$ cat src/rtl/ddfs_sweep_ctrl_if.sv
// Control/config bundle between the sweep controller and whatever sequences it.
// The master side issues start/stop and the sweep setup; the slave side returns the DDFS drive words.
interface ddfs_sweep_ctrl_if #(
    parameter int PW = 30,
    parameter int DW = 16
) ();
    logic          start;
    logic          stop;
    logic [PW-1:0] f_start;
    logic [PW-1:0] f_step;
    logic [DW-1:0] n_steps;
    logic [DW-1:0] dwell;
    logic [15:0]   env_max;
    logic [15:0]   env_step;
    logic          tri_en;
    logic          cont;
    logic [PW-1:0] focw;
    logic [15:0]   env;
    logic          busy;
    logic          done;

    modport master (
        output start, stop, f_start, f_step, n_steps, dwell,
               env_max, env_step, tri_en, cont,
        input  focw, env, busy, done
    );

    modport slave (
        input  start, stop, f_start, f_step, n_steps, dwell,
               env_max, env_step, tri_en, cont,
        output focw, env, busy, done
    );
endinterface

$ cat src/rtl/ddfs_sweep_ctrl.sv
// Stepped-frequency sweep controller feeding the DDFS focw/env inputs, wrapped in an
// envelope attack/release ramp. Supports up-only or triangle legs, one-shot or continuous.
module ddfs_sweep_ctrl #(
    parameter int PW = 30,
    parameter int DW = 16
) (
    input logic              i_clk,
    input logic              i_rst_n,
    ddfs_sweep_ctrl_if.slave bus
);
    typedef enum logic [2:0] {
        S_IDLE,
        S_ATTACK,
        S_SWEEP_UP,
        S_SWEEP_DN,
        S_RELEASE
    } state_t;

    state_t        r_state, w_state;
    logic [PW-1:0] r_focw, w_focw;
    logic [15:0]   r_env, w_env;
    logic          r_done, w_done;
    logic [DW-1:0] r_dwellCnt, w_dwellCnt;
    logic [DW-1:0] r_stepCnt, w_stepCnt;
    logic          w_capture;

    logic [PW-1:0] r_fStart, r_fStep;
    logic [DW-1:0] r_nSteps, r_dwellLast;
    logic [15:0]   r_envMax, r_envStep;
    logic          r_tri, r_cont;

    logic [16:0]   w_envUp;
    logic [15:0]   w_envCap;
    logic [15:0]   w_envDn;
    logic          w_tc;
    logic [DW-1:0] w_stepInc;

    // 17-bit sum so a ramp step near the top of the range cannot wrap before clamping
    assign w_envUp   = {1'b0, r_env} + {1'b0, r_envStep};
    assign w_envCap  = (w_envUp >= {1'b0, r_envMax}) ? r_envMax : w_envUp[15:0];
    assign w_envDn   = (r_env > r_envStep) ? (r_env - r_envStep) : 16'd0;
    assign w_tc      = (r_dwellCnt == r_dwellLast);
    assign w_stepInc = r_stepCnt + DW'(1);

    always_comb begin
        w_state    = r_state;
        w_focw     = r_focw;
        w_env      = r_env;
        w_done     = 1'b0;
        w_dwellCnt = r_dwellCnt;
        w_stepCnt  = r_stepCnt;
        w_capture  = 1'b0;

        case (r_state)
            S_IDLE: begin
                w_focw     = '0;
                w_env      = '0;
                w_dwellCnt = '0;
                w_stepCnt  = '0;
                if (bus.start) begin
                    w_capture = 1'b1;
                    w_state   = S_ATTACK;
                    w_focw    = bus.f_start;
                end
            end
            S_ATTACK: begin
                w_env = w_envCap;
                if (w_envCap == r_envMax) begin
                    w_state    = S_SWEEP_UP;
                    w_dwellCnt = '0;
                    w_stepCnt  = '0;
                end
            end
            S_SWEEP_UP: begin
                // In triangle mode the turn happens on the n-th increment so the peak is not held twice
                if (!w_tc) begin
                    w_dwellCnt = r_dwellCnt + DW'(1);
                end else begin
                    w_dwellCnt = '0;
                    if (r_stepCnt == r_nSteps) begin
                        w_stepCnt = '0;
                        if (r_tri)       w_state = S_SWEEP_DN;
                        else if (r_cont) w_focw  = r_fStart;
                        else             w_state = S_RELEASE;
                    end else begin
                        w_focw    = r_focw + r_fStep;
                        w_stepCnt = w_stepInc;
                        if (r_tri && (w_stepInc == r_nSteps)) begin
                            w_state   = S_SWEEP_DN;
                            w_stepCnt = '0;
                        end
                    end
                end
            end
            S_SWEEP_DN: begin
                if (!w_tc) begin
                    w_dwellCnt = r_dwellCnt + DW'(1);
                end else begin
                    w_dwellCnt = '0;
                    if (r_nSteps != '0) begin
                        w_focw    = r_focw - r_fStep;
                        w_stepCnt = w_stepInc;
                    end
                    if ((r_nSteps == '0) || (w_stepInc == r_nSteps)) begin
                        w_stepCnt = '0;
                        w_state   = r_cont ? S_SWEEP_UP : S_RELEASE;
                    end
                end
            end
            S_RELEASE: begin
                w_env = w_envDn;
                if (w_envDn == '0) begin
                    w_state = S_IDLE;
                    w_done  = 1'b1;
                    w_focw  = '0;
                end
            end
            default: w_state = S_IDLE;
        endcase

        // Stop freezes the sweep where it is; only the envelope keeps moving
        if (bus.stop && ((r_state == S_ATTACK) || (r_state == S_SWEEP_UP) ||
                         (r_state == S_SWEEP_DN))) begin
            w_state    = S_RELEASE;
            w_focw     = r_focw;
            w_dwellCnt = r_dwellCnt;
            w_stepCnt  = r_stepCnt;
        end
    end

    always_ff @(posedge i_clk or negedge i_rst_n) begin
        if (!i_rst_n) begin
            r_state    <= S_IDLE;
            r_focw     <= '0;
            r_env      <= '0;
            r_done     <= 1'b0;
            r_dwellCnt <= '0;
            r_stepCnt  <= '0;
        end else begin
            r_state    <= w_state;
            r_focw     <= w_focw;
            r_env      <= w_env;
            r_done     <= w_done;
            r_dwellCnt <= w_dwellCnt;
            r_stepCnt  <= w_stepCnt;
        end
    end

    // Zero dwell and zero env_step are folded into 1 here so the datapath never sees them
    always_ff @(posedge i_clk or negedge i_rst_n) begin
        if (!i_rst_n) begin
            r_fStart    <= '0;
            r_fStep     <= '0;
            r_nSteps    <= '0;
            r_dwellLast <= '0;
            r_envMax    <= '0;
            r_envStep   <= '0;
            r_tri       <= 1'b0;
            r_cont      <= 1'b0;
        end else if (w_capture) begin
            r_fStart    <= bus.f_start;
            r_fStep     <= bus.f_step;
            r_nSteps    <= bus.n_steps;
            r_dwellLast <= (bus.dwell == '0) ? '0 : (bus.dwell - DW'(1));
            r_envMax    <= bus.env_max;
            r_envStep   <= (bus.env_step == 16'd0) ? 16'd1 : bus.env_step;
            r_tri       <= bus.tri_en;
            r_cont      <= bus.cont;
        end
    end

    assign bus.focw = r_focw;
    assign bus.env  = r_env;
    assign bus.busy = (r_state != S_IDLE);
    assign bus.done = r_done;
endmodule

$ cat src/flat_wrapper.sv
// flat-port wrapper written by rule: the top's interface ports become plain ports
module ddfs_sweep_ctrl_flat 
#(
    parameter int PW = 30,
    parameter int DW = 16
)
  (i_clk, i_rst_n, bus_start, bus_stop, bus_f_start, bus_f_step, bus_n_steps, bus_dwell, bus_env_max, bus_env_step, bus_tri_en, bus_cont, bus_focw, bus_env, bus_busy, bus_done);
  ddfs_sweep_ctrl_if #(.PW(PW), .DW(DW)) bus_i ();
  input logic i_clk;
  input logic i_rst_n;
  input wire logic [$bits(bus_i.start)-1:0] bus_start;
  input wire logic [$bits(bus_i.stop)-1:0] bus_stop;
  input wire logic [$bits(bus_i.f_start)-1:0] bus_f_start;
  input wire logic [$bits(bus_i.f_step)-1:0] bus_f_step;
  input wire logic [$bits(bus_i.n_steps)-1:0] bus_n_steps;
  input wire logic [$bits(bus_i.dwell)-1:0] bus_dwell;
  input wire logic [$bits(bus_i.env_max)-1:0] bus_env_max;
  input wire logic [$bits(bus_i.env_step)-1:0] bus_env_step;
  input wire logic [$bits(bus_i.tri_en)-1:0] bus_tri_en;
  input wire logic [$bits(bus_i.cont)-1:0] bus_cont;
  output wire logic [$bits(bus_i.focw)-1:0] bus_focw;
  output wire logic [$bits(bus_i.env)-1:0] bus_env;
  output wire logic [$bits(bus_i.busy)-1:0] bus_busy;
  output wire logic [$bits(bus_i.done)-1:0] bus_done;
  assign bus_i.start = bus_start;
  assign bus_i.stop = bus_stop;
  assign bus_i.f_start = bus_f_start;
  assign bus_i.f_step = bus_f_step;
  assign bus_i.n_steps = bus_n_steps;
  assign bus_i.dwell = bus_dwell;
  assign bus_i.env_max = bus_env_max;
  assign bus_i.env_step = bus_env_step;
  assign bus_i.tri_en = bus_tri_en;
  assign bus_i.cont = bus_cont;
  assign bus_focw = bus_i.focw;
  assign bus_env = bus_i.env;
  assign bus_busy = bus_i.busy;
  assign bus_done = bus_i.done;
  ddfs_sweep_ctrl #(.PW(PW), .DW(DW)) u_core (.i_clk(i_clk), .i_rst_n(i_rst_n), .bus(bus_i));
endmodule
$ cat config.mk
export PLATFORM = sky130hd
export DESIGN_NAME = ddfs_sweep_ctrl_flat
export DESIGN_NICKNAME = d
export VERILOG_FILES = /design/src/rtl/ddfs_sweep_ctrl_if.sv /design/src/rtl/ddfs_sweep_ctrl.sv /design/src/flat_wrapper.sv
export SDC_FILE = /design/constraint.sdc
export NUM_CORES = 1
export LEC_CHECK = 0
export ABC_AREA = 1
export BUFFER_PORTS_ARGS = -buffer_cell sky130_fd_sc_hd__buf_2
export CORE_MARGIN = 2
export CORE_UTILIZATION = 66
export DETAILED_ROUTE_END_ITERATION = 6
export PLACE_DENSITY = 0.88
export SYNTH_ARGS = -nofsm -noshare
export SYNTH_HDL_FRONTEND = slang
export SYNTH_SLANG_ARGS = --single-unit
$ cat constraint.sdc
create_clock -name i_clk -period 7.9 [get_ports i_clk]
set_clock_uncertainty 0.1 [all_clocks]
set_input_delay 0 -clock i_clk [delete_from_list [all_inputs] [get_ports i_clk]]
set_output_delay 0 -clock i_clk [all_outputs]
set_load 0.05 [all_outputs]
==> load_flow_metrics.sql <==
INSERT INTO impl_metrics (metric_group, metric, value, unit) VALUES
('sta', 'fin_tns_setup', '0', 'ns'),
('floorplanning', 'chipWidth', '165', 'um'),
('sta', 'finalHoldViolations', '4', ''),
('cells_and_area', 'syn_to_layout_area_delta', '19.0', '%'),
('cts', 'clk_root_buffer_cell', 'sky130_fd_sc_hd__clkbuf_16', ''),
('sta', 'finalWorstPathRequiredPeriod', '4.82', 'ns'),
('synth', 'postSynth.asyncResetShare', '100', '%'),
('cts', 'clk_path_buf_depth', '3', ''),
('sta', 'finalWorstSetupSlack', '3.08', 'ns'),
('worst_setup_path', 'r2r.worst_path.cells', '19', ''),
('cts', 'postCtsSetupBuffers', '0', ''),
('routing', 'via_count', '19797', ''),
('synth', 'synth_top_cell_area_share', '30.4', '%'),
('synth', 'seq_area_frac_synth', '30.4', '%'),
('placement', 'place_inst', '2937', ''),
('synth', 'syn_nets', '2774', ''),
('cts', 'cts_resized', '0', ''),
('cells_and_area', 'register_area', '0.00520', 'mm2'),
('sta', 'maximum_clock_frequency', '207', 'MHz'),
('synth', 'synth_simple_gate_area_share', '30.4', '%'),
('status', 'outcome', 'finished, violations left', ''),
('cells_and_area', 'n_antenna_cell', '0', ''),
('global_routing', 'grt_overflow', '0', ''),
('global_routing', 'grt_pass1_vias', '18773', ''),
('floorplanning', 'initial_util', '67.6', '%'),
('power_and_ir_drop', 'switching_power', '5.44', 'mW'),
('synth', 'post_synth_edffs', '0', ''),
('global_routing', 'grt_pass1_wl', '96700', 'um'),
('synth', 'synthXorXnorAreaFrac', '4.09', '%'),
('sta', 'worst_case_hold_slack', '-0.00519', 'ns'),
('cells_and_area', 'stdcell_count', '3126', ''),
('cells_and_area', 'multi_input_combinational_cell_area', '0.0103', 'mm2'),
('worst_setup_path', 'timing_worst_setup_path_type', 'reg2reg', ''),
('power_and_ir_drop', 'irDropWorstVdd', '0.376', 'mV'),
('sta', 'layout_worst_path_cycle_share', '61.1', '%'),
('synth', 'post_synth_main_area_contributors', 'sky130_fd_sc_hd__dfrtp_1, sky130_fd_sc_hd__nand2_1, sky130_fd_sc_hd__ha_1', ''),
('power_and_ir_drop', 'leakagePower', '10.4', 'nW'),
('cts', 'cts_buffers', '26', ''),
('power_and_ir_drop', 'sw_frac_of_total', '56.2', '%'),
('routing', 'detail-route-antenna-nets', '0', ''),
('synth', 'ys_ff_latch', '208', ''),
('synth', 'largest_family_of_logic_cells_by_synthesized_area', 'simple AND/OR/NAND/NOR gates', ''),
('status', 'violated_checks', 'design-rule violations, negative hold slack', ''),
('placement', 'port_buffers', '177', ''),
('synth', 'synth-compound-area-share', '16.9', '%'),
('sta', 'unrepaired_setup_endpoints_after_global_routing', 'false', ''),
('worst_setup_path', 'critical_path.endpoint_type', 'flop', ''),
('routing', 'detail_route.first_pass.iterations', '7', ''),
('run', 'maxCapViolCount', '0', ''),
('routing', 'post_drt_wl_per_cell', '19.8', 'um'),
('synth', 'post-synth-top-area-cell', 'sky130_fd_sc_hd__dfrtp_1', ''),
('floorplanning', 'die-height', '165', 'um'),
('cts', 'cts.reportedPaths.clkPinSlew', '0.06', 'ns'),
('synth', 'area_of_the_mapped_netlist', '0.0171', 'mm2'),
('routing', 'drc', '4', ''),
('cells_and_area', 'num-nets-final', '3019', ''),
('worst_setup_path', 'worst_ep_arrival_time', '5.10', 'ns'),
('sta', 'worst_slew_pin_slew', '1.39', 'ns'),
('power_and_ir_drop', 'power.sequential.fraction', '19.5', '%'),
('synth', 'synth_top_cells_by_count', 'sky130_fd_sc_hd__nand2_1, sky130_fd_sc_hd__inv_1, sky130_fd_sc_hd__o21ai_0, sky130_fd_sc_hd__dfrtp_1, sky130_fd_sc_hd__nor2_1', ''),
('power_and_ir_drop', 'clock_power_share', '14.0', '%'),
('cts', 'cts_tree', 'built', ''),
('cells_and_area', 'postLayoutCellArea', '0.0204', 'mm2'),
('floorplanning', 'io_pins', '178', ''),
('sta', 'relative_slew_slack', '7.03', '%'),
('synth', 'mean_cell_area_of_the_mapped_netlist', '6.76', 'um2'),
('placement', 'place_congestion', '1.00', ''),
('routing', 'drtIter0Drc', '2797', ''),
('worst_setup_path', 'crit_fanout', '31', ''),
('synth', 'yosysWarnings', '0', ''),
('global_routing', 'maximum_number_of_pins_on_one_net_before_global_route_repair', '184', '');
## area by class of cell
cell class / count / area share [%]
multi-input cells: 1905 / 50.3
flip-flops and latches: 208 / 25.5
repair buffers: 329 / 11.8
inverters: 306 / 5.65
clock buffers: 36 / 3.63
well taps: 330 / 2.03
clock inverters: 12 / 1.04
## metal layers
metal  wire length (um)  GRT usage [%]  part of all wire (%)  vias to the layer above
met5                  0              0                     0                        -
li1                   -              -                     -                     8821
met2              27900           72.5                    45                     1520
met3               6660           8.14                    11                      358
met1              23400           57.1                    38                     9098
met4               4010           25.3                   6.5                        0
## cell families (layout without fill, tap and decap cells)
kind of cell | after synthesis | after routing
buf+inv | 418 | 683
xor+xnor | 80 | 80
flops | 208 | 208
fa+ha+maj | 113 | 113
compound gates | 499 | 499
simple gates | 1213 | 1213
## final timing paths
path	start	endpoint	slack, ns
worst max-delay path	u_core.bus.env[0]$_DFFE_PN0P_	u_core.bus.env[11]$_DFFE_PN0P_	3.08
worst min register to register	u_core.r_fStart[25]$_DFFE_PN0P_	u_core.r_fStart[25]$_DFFE_PN0P_	0.37
worst min-delay path	i_rst_n	u_core.r_envMax[13]$_DFFE_PN0P_	-0.005
min in group i_clk	bus_start	u_core.bus.focw[2]$_DFFE_PN0P_	0.10
worst max register to register	u_core.bus.env[0]$_DFFE_PN0P_	u_core.bus.env[11]$_DFFE_PN0P_	3.08
max in group asynchronous	i_rst_n	u_core.bus.focw[3]$_DFFE_PN0P_	6.34
## critical path, cell delays in order (launching register included)
cell and delay (ns):
sky130_fd_sc_hd__dfrtp_1 0.39, sky130_fd_sc_hd__ha_1 0.21, sky130_fd_sc_hd__inv_1 0.07, sky130_fd_sc_hd__fa_1 0.38, sky130_fd_sc_hd__nand3b_1 0.19, sky130_fd_sc_hd__nand2_1 0.13, sky130_fd_sc_hd__nand2_1 0.08, sky130_fd_sc_hd__nand3_2 0.12
sky130_fd_sc_hd__xor2_1 0.33, sky130_fd_sc_hd__ha_1 0.32, sky130_fd_sc_hd__a21o_1 0.16, sky130_fd_sc_hd__nor2_1 0.09, sky130_fd_sc_hd__nand3_1 0.08, sky130_fd_sc_hd__nand2_1 0.06, sky130_fd_sc_hd__nand2_1 0.08, sky130_fd_sc_hd__a21oi_2 0.12
sky130_fd_sc_hd__buf_4 0.30, sky130_fd_sc_hd__nand2_1 0.60, sky130_fd_sc_hd__o21ai_0 0.64, sky130_fd_sc_hd__o221ai_1 0.21
## power groups by stage
stage,logic [mW],clock network (mW),registers (mW)
CTS,6.10,1.34,1.84
global placement,5.87,0,1.83
floorplan,4.28,0,2.06
detailed placement,5.99,0,1.84
finish,6.44,1.36,1.89
global route,7.01,1.39,1.92
## sequential cells by signal (all words and copies together) (netlist names)
register	flops
u_core.r_fStart	30
u_core.bus.env	16
u_core.r_nSteps	16
u_core.bus.focw	30
u_core.r_tri	1
u_core.r_envMax	16
u_core.bus.done	1
u_core.r_fStep	30
u_core.r_envStep	16
u_core.r_stepCnt	16
u_core.r_cont	1
u_core.r_dwellCnt	16
u_core.r_state	3
u_core.r_dwellLast	16
## cell usage in the layout (no fill, tap or decap), types with 6 or more instances in the layout
master,synthesis,layout
sky130_fd_sc_hd__a221oi_1,8,8
sky130_fd_sc_hd__bufinv_16,0,6
sky130_fd_sc_hd__o21bai_1,17,17
sky130_fd_sc_hd__ha_1,109,109
sky130_fd_sc_hd__nor4_1,16,16
sky130_fd_sc_hd__o21ai_1,13,13
sky130_fd_sc_hd__a21oi_1,139,139
sky130_fd_sc_hd__o21a_1,8,8
sky130_fd_sc_hd__nand3b_1,7,7
sky130_fd_sc_hd__inv_2,6,6
sky130_fd_sc_hd__and3_1,6,6
sky130_fd_sc_hd__clkbuf_16,0,27
sky130_fd_sc_hd__nand2_1,683,683
sky130_fd_sc_hd__clkbuf_1,74,6
sky130_fd_sc_hd__dfrtp_1,208,208
sky130_fd_sc_hd__xor2_1,52,52
sky130_fd_sc_hd__o221ai_1,9,9
sky130_fd_sc_hd__o21ai_2,8,8
sky130_fd_sc_hd__a31oi_1,11,11
sky130_fd_sc_hd__buf_2,19,176
sky130_fd_sc_hd__nor3_1,30,30
sky130_fd_sc_hd__or2_2,12,12
sky130_fd_sc_hd__nand4_1,71,71
sky130_fd_sc_hd__nand3_1,177,177
sky130_fd_sc_hd__inv_1,298,298
sky130_fd_sc_hd__a21oi_2,11,11
sky130_fd_sc_hd__nor2_1,189,186
sky130_fd_sc_hd__o211ai_1,22,22
sky130_fd_sc_hd__dlygate4sd3_1,0,141
sky130_fd_sc_hd__buf_4,4,10
sky130_fd_sc_hd__a21o_1,8,8
sky130_fd_sc_hd__xnor2_1,28,28
sky130_fd_sc_hd__o21ai_0,216,216
No activity file was read; power rests on OpenSTA's default activity.
